==> config.mk <==
export PLATFORM = sky130hd
export DESIGN_NAME = fetch_pc_sequencer
export DESIGN_NICKNAME = d
export VERILOG_FILES = /design/src/rtl/fetch_pc_sequencer.sv
export SDC_FILE = /design/constraint.sdc
export NUM_CORES = 1
export LEC_CHECK = 0
export CORE_UTILIZATION = 30
export DETAILED_ROUTE_END_ITERATION = 10
export PLACE_DENSITY = 0.72
export SYNTH_ARGS = -nofsm -noshare
export SYNTH_HDL_FRONTEND = slang
export SYNTH_SLANG_ARGS = --single-unit
export TNS_END_PERCENT = 50
==> constraint.sdc <==
create_clock -name clk -period 2.7 [get_ports clk]
set_input_delay 0.54 -clock clk [delete_from_list [all_inputs] [get_ports clk]]
set_output_delay 0.54 -clock clk [all_outputs]
set_load 0.1 [all_outputs]
==> src/rtl/fetch_pc_sequencer.sv <==
// PC stage of the sail-core fetch path: owns the PC, issues one req/ack fetch at a
// time and presents the fetched word to decode until decode accepts it.
module fetch_pc_sequencer #(
  parameter logic [31:0] RESET_PC = 32'h0000_0000
) (
  input  logic        clk,
  input  logic        rst,
  output logic [31:0] adder_in1,
  output logic [31:0] adder_in2,
  input  logic [31:0] adder_out,
  output logic        imem_req,
  output logic [31:0] imem_addr,
  input  logic        imem_ack,
  input  logic [31:0] imem_data,
  output logic        inst_valid,
  output logic [31:0] inst_out,
  output logic [31:0] inst_pc,
  input  logic        stall_in,
  input  logic        branch_taken,
  input  logic [31:0] branch_target,
  output logic        misalign_err,
  output logic [1:0]  dbg_state
);

  typedef enum logic [1:0] {
    S_IDLE  = 2'd0,
    S_FETCH = 2'd1,
    S_VALID = 2'd2
  } state_e;

  state_e      state_q, state_d;
  logic [31:0] pc_q, pc_d;
  logic [31:0] redirect_pc_q, redirect_pc_d;
  logic [31:0] inst_q, inst_d;
  logic [31:0] inst_pc_q, inst_pc_d;
  logic        inst_valid_q, inst_valid_d;
  logic        squash_q, squash_d;
  logic        misalign_q, misalign_d;
  logic [31:0] target_aligned;

  assign target_aligned = {branch_target[31:2], 2'b00};

  always_ff @(posedge clk) begin
    if (rst) begin
      state_q       <= S_IDLE;
      pc_q          <= RESET_PC;
      redirect_pc_q <= 32'h0;
      inst_q        <= 32'h0;
      inst_pc_q     <= 32'h0;
      inst_valid_q  <= 1'b0;
      squash_q      <= 1'b0;
      misalign_q    <= 1'b0;
    end else begin
      state_q       <= state_d;
      pc_q          <= pc_d;
      redirect_pc_q <= redirect_pc_d;
      inst_q        <= inst_d;
      inst_pc_q     <= inst_pc_d;
      inst_valid_q  <= inst_valid_d;
      squash_q      <= squash_d;
      misalign_q    <= misalign_d;
    end
  end

  // Handshakes: imem_req is held with a stable imem_addr until a cycle with imem_ack,
  // which completes the transfer; inst_valid is held with stable inst_out/inst_pc
  // until a cycle with stall_in=0 (decode accepted) or branch_taken (flush).
  always_comb begin
    state_d       = state_q;
    pc_d          = pc_q;
    redirect_pc_d = redirect_pc_q;
    inst_d        = inst_q;
    inst_pc_d     = inst_pc_q;
    inst_valid_d  = inst_valid_q;
    squash_d      = squash_q;
    misalign_d    = branch_taken & (branch_target[1:0] != 2'b00);

    case (state_q)
      S_IDLE: begin
        state_d = S_FETCH;
      end
      S_FETCH: begin
        if (imem_ack) begin
          if (branch_taken) begin
            pc_d     = target_aligned;
            squash_d = 1'b0;
          end else if (squash_q) begin
            pc_d     = redirect_pc_q;
            squash_d = 1'b0;
          end else begin
            inst_d       = imem_data;
            inst_pc_d    = pc_q;
            inst_valid_d = 1'b1;
            state_d      = S_VALID;
          end
        end else if (branch_taken) begin
          // Address must stay stable under req; remember where to go once the ack lands.
          redirect_pc_d = target_aligned;
          squash_d      = 1'b1;
        end
      end
      S_VALID: begin
        if (branch_taken) begin
          pc_d         = target_aligned;
          inst_valid_d = 1'b0;
          state_d      = S_FETCH;
        end else if (!stall_in) begin
          pc_d         = adder_out;
          inst_valid_d = 1'b0;
          state_d      = S_FETCH;
        end
      end
      default: begin
        state_d = S_IDLE;
      end
    endcase
  end

  assign adder_in1    = pc_q;
  assign adder_in2    = 32'd4;
  assign imem_req     = (state_q == S_FETCH);
  assign imem_addr    = pc_q;
  assign inst_valid   = inst_valid_q;
  assign inst_out     = inst_q;
  assign inst_pc      = inst_pc_q;
  assign misalign_err = misalign_q;
  assign dbg_state    = state_q;

endmodule

# ---- Yosys cells after proc, flatten, opt, wreduce, memory -nomap -nowiden
# Cells that the tools add are included.
dict set report totals {
  output_inout_bits 165
  reg_bits 131
  word_cells 49
}
dict set report classes {
  mux 20
  reduce_logical 10
  bitwise 4
  n_eq_ne 7
}
# op count
set op_table {}
lappend op_table {{2-to-1 mux 32 bit} 5}
lappend op_table {{case mux 32 bit (2 select lines)} 1}
lappend op_table {{AND reduction 4 bit} 3}
lappend op_table {{2-to-1 mux 2 bit} 5}
lappend op_table {{2-to-1 mux 1 bit} 7}
lappend op_table {{case mux 2 bit (3 select lines)} 1}
lappend op_table {{nonzero test 2 bit} 3}
lappend op_table {{AND reduction 5 bit} 1}
lappend op_table {{!= test 2 bit, second input constant} 2}
lappend op_table {{!= test 3 x 1 -> 1 bit, second input constant} 1}
lappend op_table {{!= test 3 bit, second input constant} 1}
lappend op_table {{NOT 1 bit} 3}
lappend op_table {{AND reduction 3 bit} 1}
lappend op_table {{== test 2 x 1 -> 1 bit, second input constant} 1}
lappend op_table {{== test 2 bit, second input constant} 1}
lappend op_table {{logical NOT 2 bit} 1}
lappend op_table {{!= test 2 x 1 -> 1 bit, second input constant} 1}
lappend op_table {{case mux 1 bit (2 select lines)} 1}
lappend op_table {{AND reduction 2 bit} 1}
lappend op_table {{bitwise AND 1 bit} 1}

# ---- Longest topological paths before layout
# Gate-level depths: netlist of run 1.
dict set report logic_depth {
  ltp_word 4
  mapped_depth 8
}

# ---- Worst setup path before layout of run 1
# Ideal clock, no wire load.
dict set report synth_path {
  path_type {register to register}
  startpoint {register state_q[0], in the netlist dbg_state[0]}
  endpoint {register inst_pc_q[10], in the netlist inst_pc[10]}
  n_path_buf 3
  arrival_ns 3.008
  setup_ns 0.070
  required_ns 2.630
  stages_incl_launch_ff 8
  path_slack_ns -0.378
  synth_period_minus_slack_ns 3.078
  cell_sequence {dfxtp_1 > ha_1 > buf_2 > nor4bb_1 > buf_2 > buf_2 > nand2_1 > a21oi_1}
}
dict set report synth_via {
  elab_chain_len 2
}
# item line
set synth_rtl {}
lappend synth_rtl {{start, declared} 31} ;# state_e state_q, state_d;
lappend synth_rtl {{start signal, assigned} 54} ;# state_q <= state_d;
lappend synth_rtl {{== test 2 x 1 -> 1 bit} n/a}
lappend synth_rtl {{net imem_req} 11} ;# output logic imem_req,
lappend synth_rtl {{AND reduction 4 bit (no line)} n/a}
lappend synth_rtl {{end signal, assigned} 58} ;# inst_pc_q <= inst_pc_d;
lappend synth_rtl {{end, declared} 35} ;# logic [31:0] inst_pc_q, inst_pc_d;
# The timed path passes the listed nets, and every way through them passes these cells.
# A chain may end at the register's enable or synchronous reset.

# ---- Worst setup path after layout of run 1
dict set report layout_path {
  startpoint {register state_q[0], in the netlist dbg_state[0]}
  endpoint {register pc_q[3], in the netlist adder_in1[3]}
}
dict set report layout_via {
  elab_chain_len 3
}
# item line
set layout_rtl {}
lappend layout_rtl {{== test 2 x 1 -> 1 bit or == test 2 bit (tied branches)} 78} ;# case (state_q)
lappend layout_rtl {{!= test 3 x 1 -> 1 bit (no line), or another cell as far along} n/a}
lappend layout_rtl {{AND reduction 4 bit (no line)} n/a}
lappend layout_rtl {{end signal, assigned} 55} ;# pc_q <= pc_d;
lappend layout_rtl {{end, declared} 32} ;# logic [31:0] pc_q, pc_d;
# Parallel ways exist; a longest one is shown, timed or not.

==> results of run 1 <==
[through the flow]
| step | hold WS, ns | total power, mW | utilization (%) | instances |
|---|---|---|---|---|
| after floorplan | 0.434 | 6.80 | - | 748 |
| after global placement | 0.439 | 7.55 | 40.2 | 1142 |
| after detailed placement | 0.446 | 7.58 | 40.2 | 1142 |
| after CTS | 0.454 | 9.97 | 43.3 | 1174 |
| after global routing | 0.468 | 10.2 | 43.4 | 1175 |
| final | 0.451 | 9.89 | 43.4 | 1175 |
[cell usage after synthesis (all sizes together)]
library cell  number  area [um2]
a22o               1        8.76
mux2              31         349
nor2b              2        20.0
a21oi             95         475
nand2b            30         188
nand4bb            1        11.3
buf               94         653
clkbuf            24        90.1
o211a              1        10.0
nor4bb             1        10.0
or3b               1        8.76
inv                4        15.0
nor2               1        3.75
nand3              2        10.0
o21ai              1        5.00
mux2i             33         330
dfxtp            131        2620
a221oi             1        8.76
a211oi             3        22.5
nand2            222         833
a221o              1        10.0
and3b              1        8.76
conb               2        7.51
ha                 4        50.1
o211ai            30         225
nand3b             1        7.51
[per-layer routing]
metal	vias up	global-route usage, %
met5	-	0
met4	0	8.12
met3	27	3.02
met2	150	24.6
met1	2378	22.5
li1	2629	-
[area by class of cell]
type,count,share of cell area [%]
Clock buffer,17,5.03
Clock inverter,15,2.14
Timing Repair Buffer,247,25.2
Antenna cell,1,0.0296
Inverter,4,0.177
Tap cell,265,3.92
Sequential cell,131,31.0
Multi-Input combinational cell,495,32.5
[kinds of logic after synthesis]
logic type	after synthesis	share of synthesized area, %
other	2	0.125
AO/OA/AOI/OAI	133	12.8
multiplexers	64	11.4
flip-flops	131	43.8
buffers and inverters	122	12.7
adder cells (fa/ha/maj)	4	0.836
AND/OR/NAND/NOR	262	18.4
[final timing paths]
check	from	to	slack, ns	cells after the start
setup / recovery	dbg_state[0]$_SDFFE_PP0P_	adder_in1[3]$_SDFFE_PP0P_	0.61	7
setup reg to reg	dbg_state[0]$_SDFFE_PP0P_	adder_in1[3]$_SDFFE_PP0P_	0.61	7
hold reg to reg	redirect_pc_q[29]$_SDFFE_PP0P_	redirect_pc_q[29]$_SDFFE_PP0P_	0.45	2
hold / removal	redirect_pc_q[29]$_SDFFE_PP0P_	redirect_pc_q[29]$_SDFFE_PP0P_	0.45	2
[power by group through the flow]
stage	Clock [mW]	Sequential [mW]	Combinational [mW]
floorplan	0	4.06	2.74
finish	2.38	2.50	5.01
global route	2.52	2.54	5.19
CTS	2.43	2.51	5.04
global placement	0	2.54	5.01
detailed placement	0	2.55	5.03
[registers in the layout (all words and copies together) (netlist names)]
register	flops
adder_in1	32
dbg_state	2
inst_out	32
inst_pc	32
inst_valid	1
misalign_err	1
redirect_pc_q	30
squash_q	1
[placed cells by master (no fill, tap or decap), types with 2 or more instances in the layout]
master / count
clkbuf_16: 17
nand2b_1: 30
buf_12: 3
conb_1: 32
clkinv_4: 2
inv_6: 3
nand2_1: 222
clkinv_2: 2
clkinvlp_4: 5
bufinv_16: 3
nand3_1: 2
mux2i_1: 33
dfxtp_1: 130
clkdlybuf4s50_1: 98
a21oi_1: 95
a211oi_1: 3
o211ai_1: 30
buf_4: 145
mux2_2: 30
ha_1: 3
inv_1: 3
[worst register-to-register path: cells and delay by family (launching register included)]
family | cells | cell delay (ns)
AOI/OAI and AO/OA | 1 | 0.18
buffers and inverters | 3 | 0.80
muxes | 1 | 0.27
and+or+nand+nor | 1 | 0.26
DFF | 1 | 0.34
adders and majority gates | 1 | 0.18
==> metrics.txt, run 1 <==
CTS tree built; fin area about 0.0085 mm2; RSZ-0062 raised after global routing false; DP HPWL about 12000 um; vias in the first global route ~4400; synth warn 0; CP top delay family buffers and inverters; remaining global-route overflow 0; share of cells above drive strength 1 between 20% and 30%; most used cell, CP buf_4; Tmin final ~2.1 ns; Peak VDD IR 0.000627 V; FF+latch area about 0.0026 mm2; # IOs around 270; Buf/Inv on CP 3; Setup TNS 0 ns; synthesis-to-finish area growth 41.5%; net switching power between 5 and 6 mW; hold buffers post-CTS 0; nets 1001; TritonCTS Buffers 17; Max Cap Violations 0; via count slightly above 5000; final count of hold timing violations 0; post-synthesis sequential area ratio a little over two fifths; worst-path fanout max 32; Highest Signal Layer met4; slew margin rel. between 50% and 60%; critical-path cell list inv_1, ha_1, buf_4, nor2b_4, a221o_2, buf_4, mux2i_1; post-CTS sizing 0; worst slack, placed about 0.39 ns; CTS root buffer clkbuf_16; Clk pwr share between 20% and 30%; routed len/inst roughly 15 um; maximum root-to-sink buffer count 2; clock transition at the registers of the reported paths roughly 0.060 ns; Post-Synthesis Cells about 720; Yosys reg bits around 130; critical path class reg2reg; Horiz. Die Dim between 100 and 150 um; pin count of the biggest net entering global routing 54; core area about 0.020 mm2; Slowest-stage cell, CP buf_4; Worst Max-Slew Pin Slew between 0.6 and 0.7 ns; first-pass GRT wire length about 25000 um; iteration count of the initial detailed-routing pass 5; clock net sink count 131; Min-Delay Path Class reg2reg; Internal 4.81 mW; clk_lat worst skew between 0.4 and 0.5 ns; Worst EP required 3.05 ns; Total GRT Usage roughly 16%; fin crit share around 78%; post-CTS setup buffer count 0; placed cell areas between 0.007 and 0.008 mm2; met1 WL between 8000 and 9000 um; Post-Syn Area between 0.005 and 0.006 mm2; DRC violations left 0; Worst setup EP type register; combinational power share roughly 51%; H-tree Lvls 4; maximum clock rate around 480 MHz; startpoint class of the critical path register; Leak Pwr ~3.5 nW; Worst Slack Setup Final approximately 0.61 ns; die area approximately 0.021 mm2; post-DR vias/cell ~4.4; status finished, final reports clean; endpoints failing setup 0; 1st-iter DRT viols roughly 290; Fin Clk Skew approximately 0.006 ns; detailed route wirelength on metal3 around 730 um; initial antenna violation count 1; power per cell area between 1000 and 1500 mW/mm2; multi-input logic area about 0.0028 mm2; num rows 51; mean cell area of the mapped netlist around 8.3 um2; routed wire length 17300 um; fillers 1952; WP data arrival 2.44 ns; Initial Util a little under a third; chip height 143 um; GP Congestion 0.764; max-slew violations 0; Detail Route Antenna Nets 0; CP max stage delay 0.45 ns; sw frac between 50 and 60%; WL met2 about 8100 um; I/O Buffers 233; Synth cell types 31; Seq pwr share approximately a quarter
No activity file was read; power rests on OpenSTA's default activity.
==> inputs of run 2 (changes only) <==
PLACE_DENSITY = 0.74   (was 0.72)
clock period = 1.8 ns   (was 2.7 ns; I/O delays follow)
==> run 2 against run 1 <==
Compared with the run above:
- flip-flop and latch count unchanged
- critical endpoint is now imem_req
- routed wire length increased by 1.5%
- critical path depth decreased by 4
- die area unchanged
- first-iteration DRC count decreased by 21%
- core utilization increased by 9.3 points
- combinational power increased by 84%
- cell count increased by 0.68%
==> metrics.txt, run 2 (synthesis results as in run 1) <==
flop2flop setup slack 0.14 ns (-0.47 ns); most frequent cells in the layout 222 x nand2_1, 140 x buf_12, 129 x dfxtp_1; nets 1009 (+0.80%); clock net sink count 131 (unchanged); post-CTS setup buffer count 0 (unchanged); Fin Clk Skew 0.00692 ns (+0.000924 ns); fin crit share approximately 92%; critical-path cell list inv_4, ha_4, buf_12; Leak Pwr 3.93 nW (+13%); Detail Route Antenna Nets 0 (unchanged); hold buffers post-CTS 0 (unchanged); reg2reg path depth 6 (-1); GP Congestion 0.718 (-6.0%); worst-path fanout max 11 (-66%); iteration count of the initial detailed-routing pass 4 (-1); FF+latch area 0.00263 mm2 (+0.24%); WP data arrival 1.30 ns (-1.14 ns); # IOs 266 (unchanged); first-pass GRT wire length 27000 um (+7.5%); critical path class reg2out; Total GRT Usage 17.2% (+0.82 points); via count 5333 (+2.9%); CTS tree built; remaining global-route overflow 0 (unchanged); post-CTS sizing 0 (unchanged); routed wire length 17500 um (+1.5%); worst min-delay path startpoint rst; max-slew violations 0 (unchanged); endpoints failing setup 0 (unchanged); DRC violations left 0 (unchanged); worst r2r dst adder_in1[26]$_SDFFE_PP0P_; Worst EP required 1.44 ns (-1.61 ns); DP HPWL 12700 um (+2.4%); TritonCTS Buffers 17 (unchanged); CP startpoint dbg_state[1]$_SDFFE_PP0P_; Worst setup EP type primary output; final count of hold timing violations 0 (unchanged); CP max stage delay 0.37 ns (-0.08 ns); status finished, final reports clean; clock transition at the registers of the reported paths 0.06 ns (about the same); maximum clock rate around 600 MHz; synthesis-to-finish area growth 71.9%; Setup TNS 0 ns (unchanged); pin count of the biggest net entering global routing 99 (+83%); cell count of the worst hold path 4 (+2); Max Cap Violations 0 (unchanged); maximum root-to-sink buffer count 2 (unchanged); fillers 1720 (-12%); H-tree Lvls 4 (unchanged); RSZ-0062 raised after global routing false; CTS root buffer clkbuf_16; commonest non-fill, non-tap cell in the layout nand2_1; power per cell area 1640 mW/mm2 (+41%); core area 0.0195 mm2 (unchanged); post-DR vias/cell 4.51 (+2.2%); Initial Util 30.6% (unchanged); Worst R2R Start dbg_state[0]$_SDFFE_PP0P_; Final Core Density 52.7% (+9.3 points); hold endpoint adder_in1[2]$_SDFFE_PP0P_; chip height 143 um (unchanged); Horiz. Die Dim 143 um (unchanged); 1st-iter DRT viols 227 (-21%); Tmin final between 1.5 and 2 ns; I/O Buffers 233 (unchanged); die area 0.0205 mm2 (unchanged); startpoint class of the critical path register; multi-input logic area 0.00277 mm2 (+0.82%); share of cells above drive strength 1 25.1% (+1.1 points); Min-Delay Path Class in2reg; initial antenna violation count 1 (unchanged); routed len/inst 14.8 um (+0.79%); clk_lat worst skew 0.42 ns (about the same); Slowest-stage cell, CP dfxtp_4; Peak VDD IR 0.00128 V (+100%); num rows 51 (unchanged); vias in the first global route 5083 (+15%)
[run 2: cell type report]
cell class                 count  area share [%]
timing repair buffer         255            38.0
tap                          265            3.22
clock buffer                  17            4.14
clock inverter                15            1.90
sequential                   131            25.6
antenna                        1          0.0243
multi-input combinational    495            27.0
inverter                       4           0.195
[run 2: power breakdown]
part	total [mW]	switching, mW	internal (mW)
clock	3.66	1.44	2.22
sequential	4.02	0.700	3.32
combinational	9.21	5.91	3.30
[run 2: metrics by stage]
step	worst slack, ns	hold slack (ns)	instances	cell area [um2]	power [mW]
2_1_floorplan	-0.0982	0.434	748	6190	10.4
3_3_place_gp	-0.168	0.439	1150	9660	13.3
3_5_place_dp	-0.191	0.447	1150	9660	13.4
4_1_cts	0.115	0.360	1182	10300	17.0
5_1_grt	0.0511	0.371	1182	10300	17.5
6_report	0.136	0.369	1183	10300	16.9
[run 2: worst max-delay path, delay by kind of cell, from the launching register on]
kind	cells	cell delay, ns
flip-flops	1	0.37
buffers and inverters	2	0.28
adder cells (fa/ha/maj)	1	0.23
[run 2: layer usage]
metal / vias up / GRT usage, % / part of all wire, %
met3: 21 / 5.26 / 6.8
met1: 2505 / 20.1 / 40
met2: 159 / 29.8 / 52
li1: 2648 / - / -
met4: 0 / 5.88 / 1.5
met5: - / 0 / 0
[run 2: worst max path at each step]
stage	end	slack [ns]	depth (start not counted)
2_1_floorplan	inst_pc[10]$_SDFFE_PP0P_	-0.1	7
3_3_place_gp	inst_pc[25]$_SDFFE_PP0P_	-0.17	6
3_5_place_dp	inst_pc[1]$_SDFFE_PP0P_	-0.19	6
4_1_cts	imem_req	0.12	3
5_1_grt	inst_out[30]$_SDFFE_PP0P_	0.05	6
6_report	imem_req	0.14	3
==> inputs of run 3 (changes only) <==
CORE_ASPECT_RATIO = 0.9   (was default)
CORE_UTILIZATION = 38   (was 30)
PLACE_DENSITY = 0.88   (was 0.74)
==> run 3 against run 2 <==
Compared with the run above:
- final area down 0.44%
- clock skew is 0.0026 ns higher
- setup slack worse by 0.0076 ns
- die area is 21% lower
- via count up 1.6%
- maximum frequency fell by 0.45%
- core utilization is 14 points higher
- power increased by 1.1%
- count of clock-buffer cells in the layout rose by 2
- non-clock buffer count up 1
- sequential power is essentially flat
==> metrics.txt, run 3 (synthesis results as in run 1) <==
commonest non-fill, non-tap cell in the layout nand2_1; placed cells 1088 (-5.4%); share of cells above drive strength 1 25.1% (-0.027 points); pin count of the biggest net entering global routing 99 (unchanged); Initial Util 38.9% (+8.2 points); core area 0.0154 mm2 (-21%); Worst EP required 2.09 ns (+0.65 ns); GP Congestion 0.755 (+5.2%); Internal 9.12 mW (+3.1%); WP data arrival 1.96 ns (+0.66 ns); iteration count of the initial detailed-routing pass 4 (unchanged); reg2reg path depth 6 (unchanged); Worst R2R Start dbg_state[0]$_SDFFE_PP0P_; combinational power share 54.2% (-0.3 points); fillers 1120 (-35%); I/O Buffers 233 (unchanged); crit path to adder_in1[4]$_SDFFE_PP0P_; maximum root-to-sink buffer count 2 (unchanged); Horiz. Die Dim 134 um (-6.3%); worst slack, placed -0.232 ns (-0.0404 ns); startpoint class of the critical path register; initial antenna violation count 0 (-1); CP startpoint dbg_state[0]$_SDFFE_PP0P_; critical path class reg2reg; ANT cells 0 (-1); remaining global-route overflow 0 (unchanged); num rows 43 (-16%); routed wire length 18100 um (+3.3%); final count of hold timing violations 0 (unchanged); RSZ-0062 raised after global routing false; fin crit share 92.9% (+0.42 points); sw frac 46.6% (-1.1 points); 1st-iter DRT viols 259 (+14%); worst r2r dst adder_in1[4]$_SDFFE_PP0P_; max-slew violations 0 (unchanged); clock net sink count 131 (unchanged); met2 Track Usage GR 40.7% (+11 points); power per cell area 1670 mW/mm2 (+1.5%); net switching power 7.95 mW (-1.2%); die area 0.0163 mm2 (-21%); TritonCTS Buffers 17 (unchanged); Seq pwr share 23.6% (-0.2 points); status finished, final reports clean; worst-path fanout max 21 (+10); Max Cap Violations 0 (unchanged); Detail Route Antenna Nets 0 (unchanged); DRC violations left 0 (unchanged); GRT busiest layer met2; CTS tree built; Min-Delay Path Class in2reg; post-CTS sizing 0 (unchanged); Clk pwr share 22.2% (+0.5 points); flop2flop setup slack 0.13 ns (about the same); synthesis-to-finish area growth 71.1%; Tmin final 1.67 ns (+0.00760 ns); via count 5419 (+1.6%); final cell count without fillers 1120 (-5.3%); Worst setup EP type register; nets 1010 (+0.099%); routed len/inst 16.2 um (+9.1%); clock transition at the registers of the reported paths 0.05 ns (about the same); clk_lat worst skew 0.41 ns (about the same); met3 usage 6.98% (+1.7 points); CTS root buffer clkbuf_16; most frequent cells in the layout 222 x nand2_1, 140 x buf_12, 129 x dfxtp_1; # IOs 266 (unchanged); H-tree Lvls 4 (unchanged); post-CTS setup buffer count 0 (unchanged); endpoints failing setup 0 (unchanged); vias in the first global route 5440 (+7.0%); maximum clock rate 598 MHz (-0.45%); Fin Clk Skew 0.00956 ns (+0.00264 ns); Worst Slack Setup Final 0.129 ns (-0.00760 ns); WHS 0.416 ns (+0.0462 ns); Leak Pwr 3.96 nW (+0.52%); Total GRT Usage 22.8% (+5.5 points); chip height 121 um (-15%); met1 GRT Util 25.1% (+5.0 points); post-DR vias/cell 4.84 (+7.3%); total chip power 17.1 mW (+1.1%); hold buffers post-CTS 0 (unchanged); first-pass GRT wire length 28500 um (+5.8%); Peak VDD IR 0.00120 V (-6.6%); DP HPWL 13000 um (+2.1%)
[run 3: cell types whose count changed in the layout (fill, tap and decap cells not counted), sizes merged]
cell	previous run	this run
clkbuf	17	19
bufinv	3	5
inv	11	5
buf	157	158
diode	1	0
clkinv	2	5
clkinvlp	3	2
[run 3: power by group through the flow]
| stage | combinational, mW | clock (mW) | sequential [mW] |
|---|---|---|---|
| after floorplan | 4.24 | 0 | 6.12 |
| after global placement | 9.16 | 0 | 4.07 |
| after detailed placement | 9.29 | 0 | 4.09 |
| after CTS | 9.30 | 3.88 | 4.04 |
| after global routing | 9.55 | 4.02 | 4.10 |
| final | 9.24 | 3.79 | 4.03 |
[run 3: routing by layer]
layer  routed length, um  vias up
li1                    -     2651
met1                7050     2548
met2                9480      195
met3                1270       25
met4                 323        0
met5                   0        -
[run 3: worst max-delay path: stages (launching register included)]
cell,delay (ns)
dfxtp_4,0.41
inv_4,0.06
ha_4,0.16
nor2b_4,0.14
a221o_2,0.44
buf_12,0.19
mux2i_1,0.14
[run 3: worst min path at each step]
stage | from | endpoint | slack [ns] | cells after the start
2_1_floorplan | redirect_pc_q[10]$_SDFFE_PP0P_ | redirect_pc_q[10]$_SDFFE_PP0P_ | 0.43 | 2
3_3_place_gp | redirect_pc_q[20]$_SDFFE_PP0P_ | redirect_pc_q[20]$_SDFFE_PP0P_ | 0.44 | 2
3_5_place_dp | redirect_pc_q[10]$_SDFFE_PP0P_ | redirect_pc_q[10]$_SDFFE_PP0P_ | 0.44 | 2
4_1_cts | branch_taken | squash_q$_SDFFE_PP0P_ | 0.41 | 3
5_1_grt | branch_taken | squash_q$_SDFFE_PP0P_ | 0.45 | 3
6_report | branch_taken | squash_q$_SDFFE_PP0P_ | 0.42 | 3
[run 3: final cells by class]
cell class                 instances  area [um2]  area share (%)
clock buffer                      19         443            4.32
multi-input combinational        495        2770            27.1
sequential                       131        2630            25.7
tap                              202         253            2.47
timing repair buffer             256        3920            38.2
inverter                           4        20.0           0.195
clock inverter                    13         206            2.02
[run 3: metrics by stage]
stage / util, % / setup TNS, ns / cell area [um2]
global route: 66.6 / 0 / 10200
global placement: 62.3 / -10.71 / 9590
CTS: 66.6 / 0 / 10200
finish: 66.6 / 0 / 10200
detailed placement: 62.3 / -16.32 / 9590
floorplan: - / -7.55 / 6190
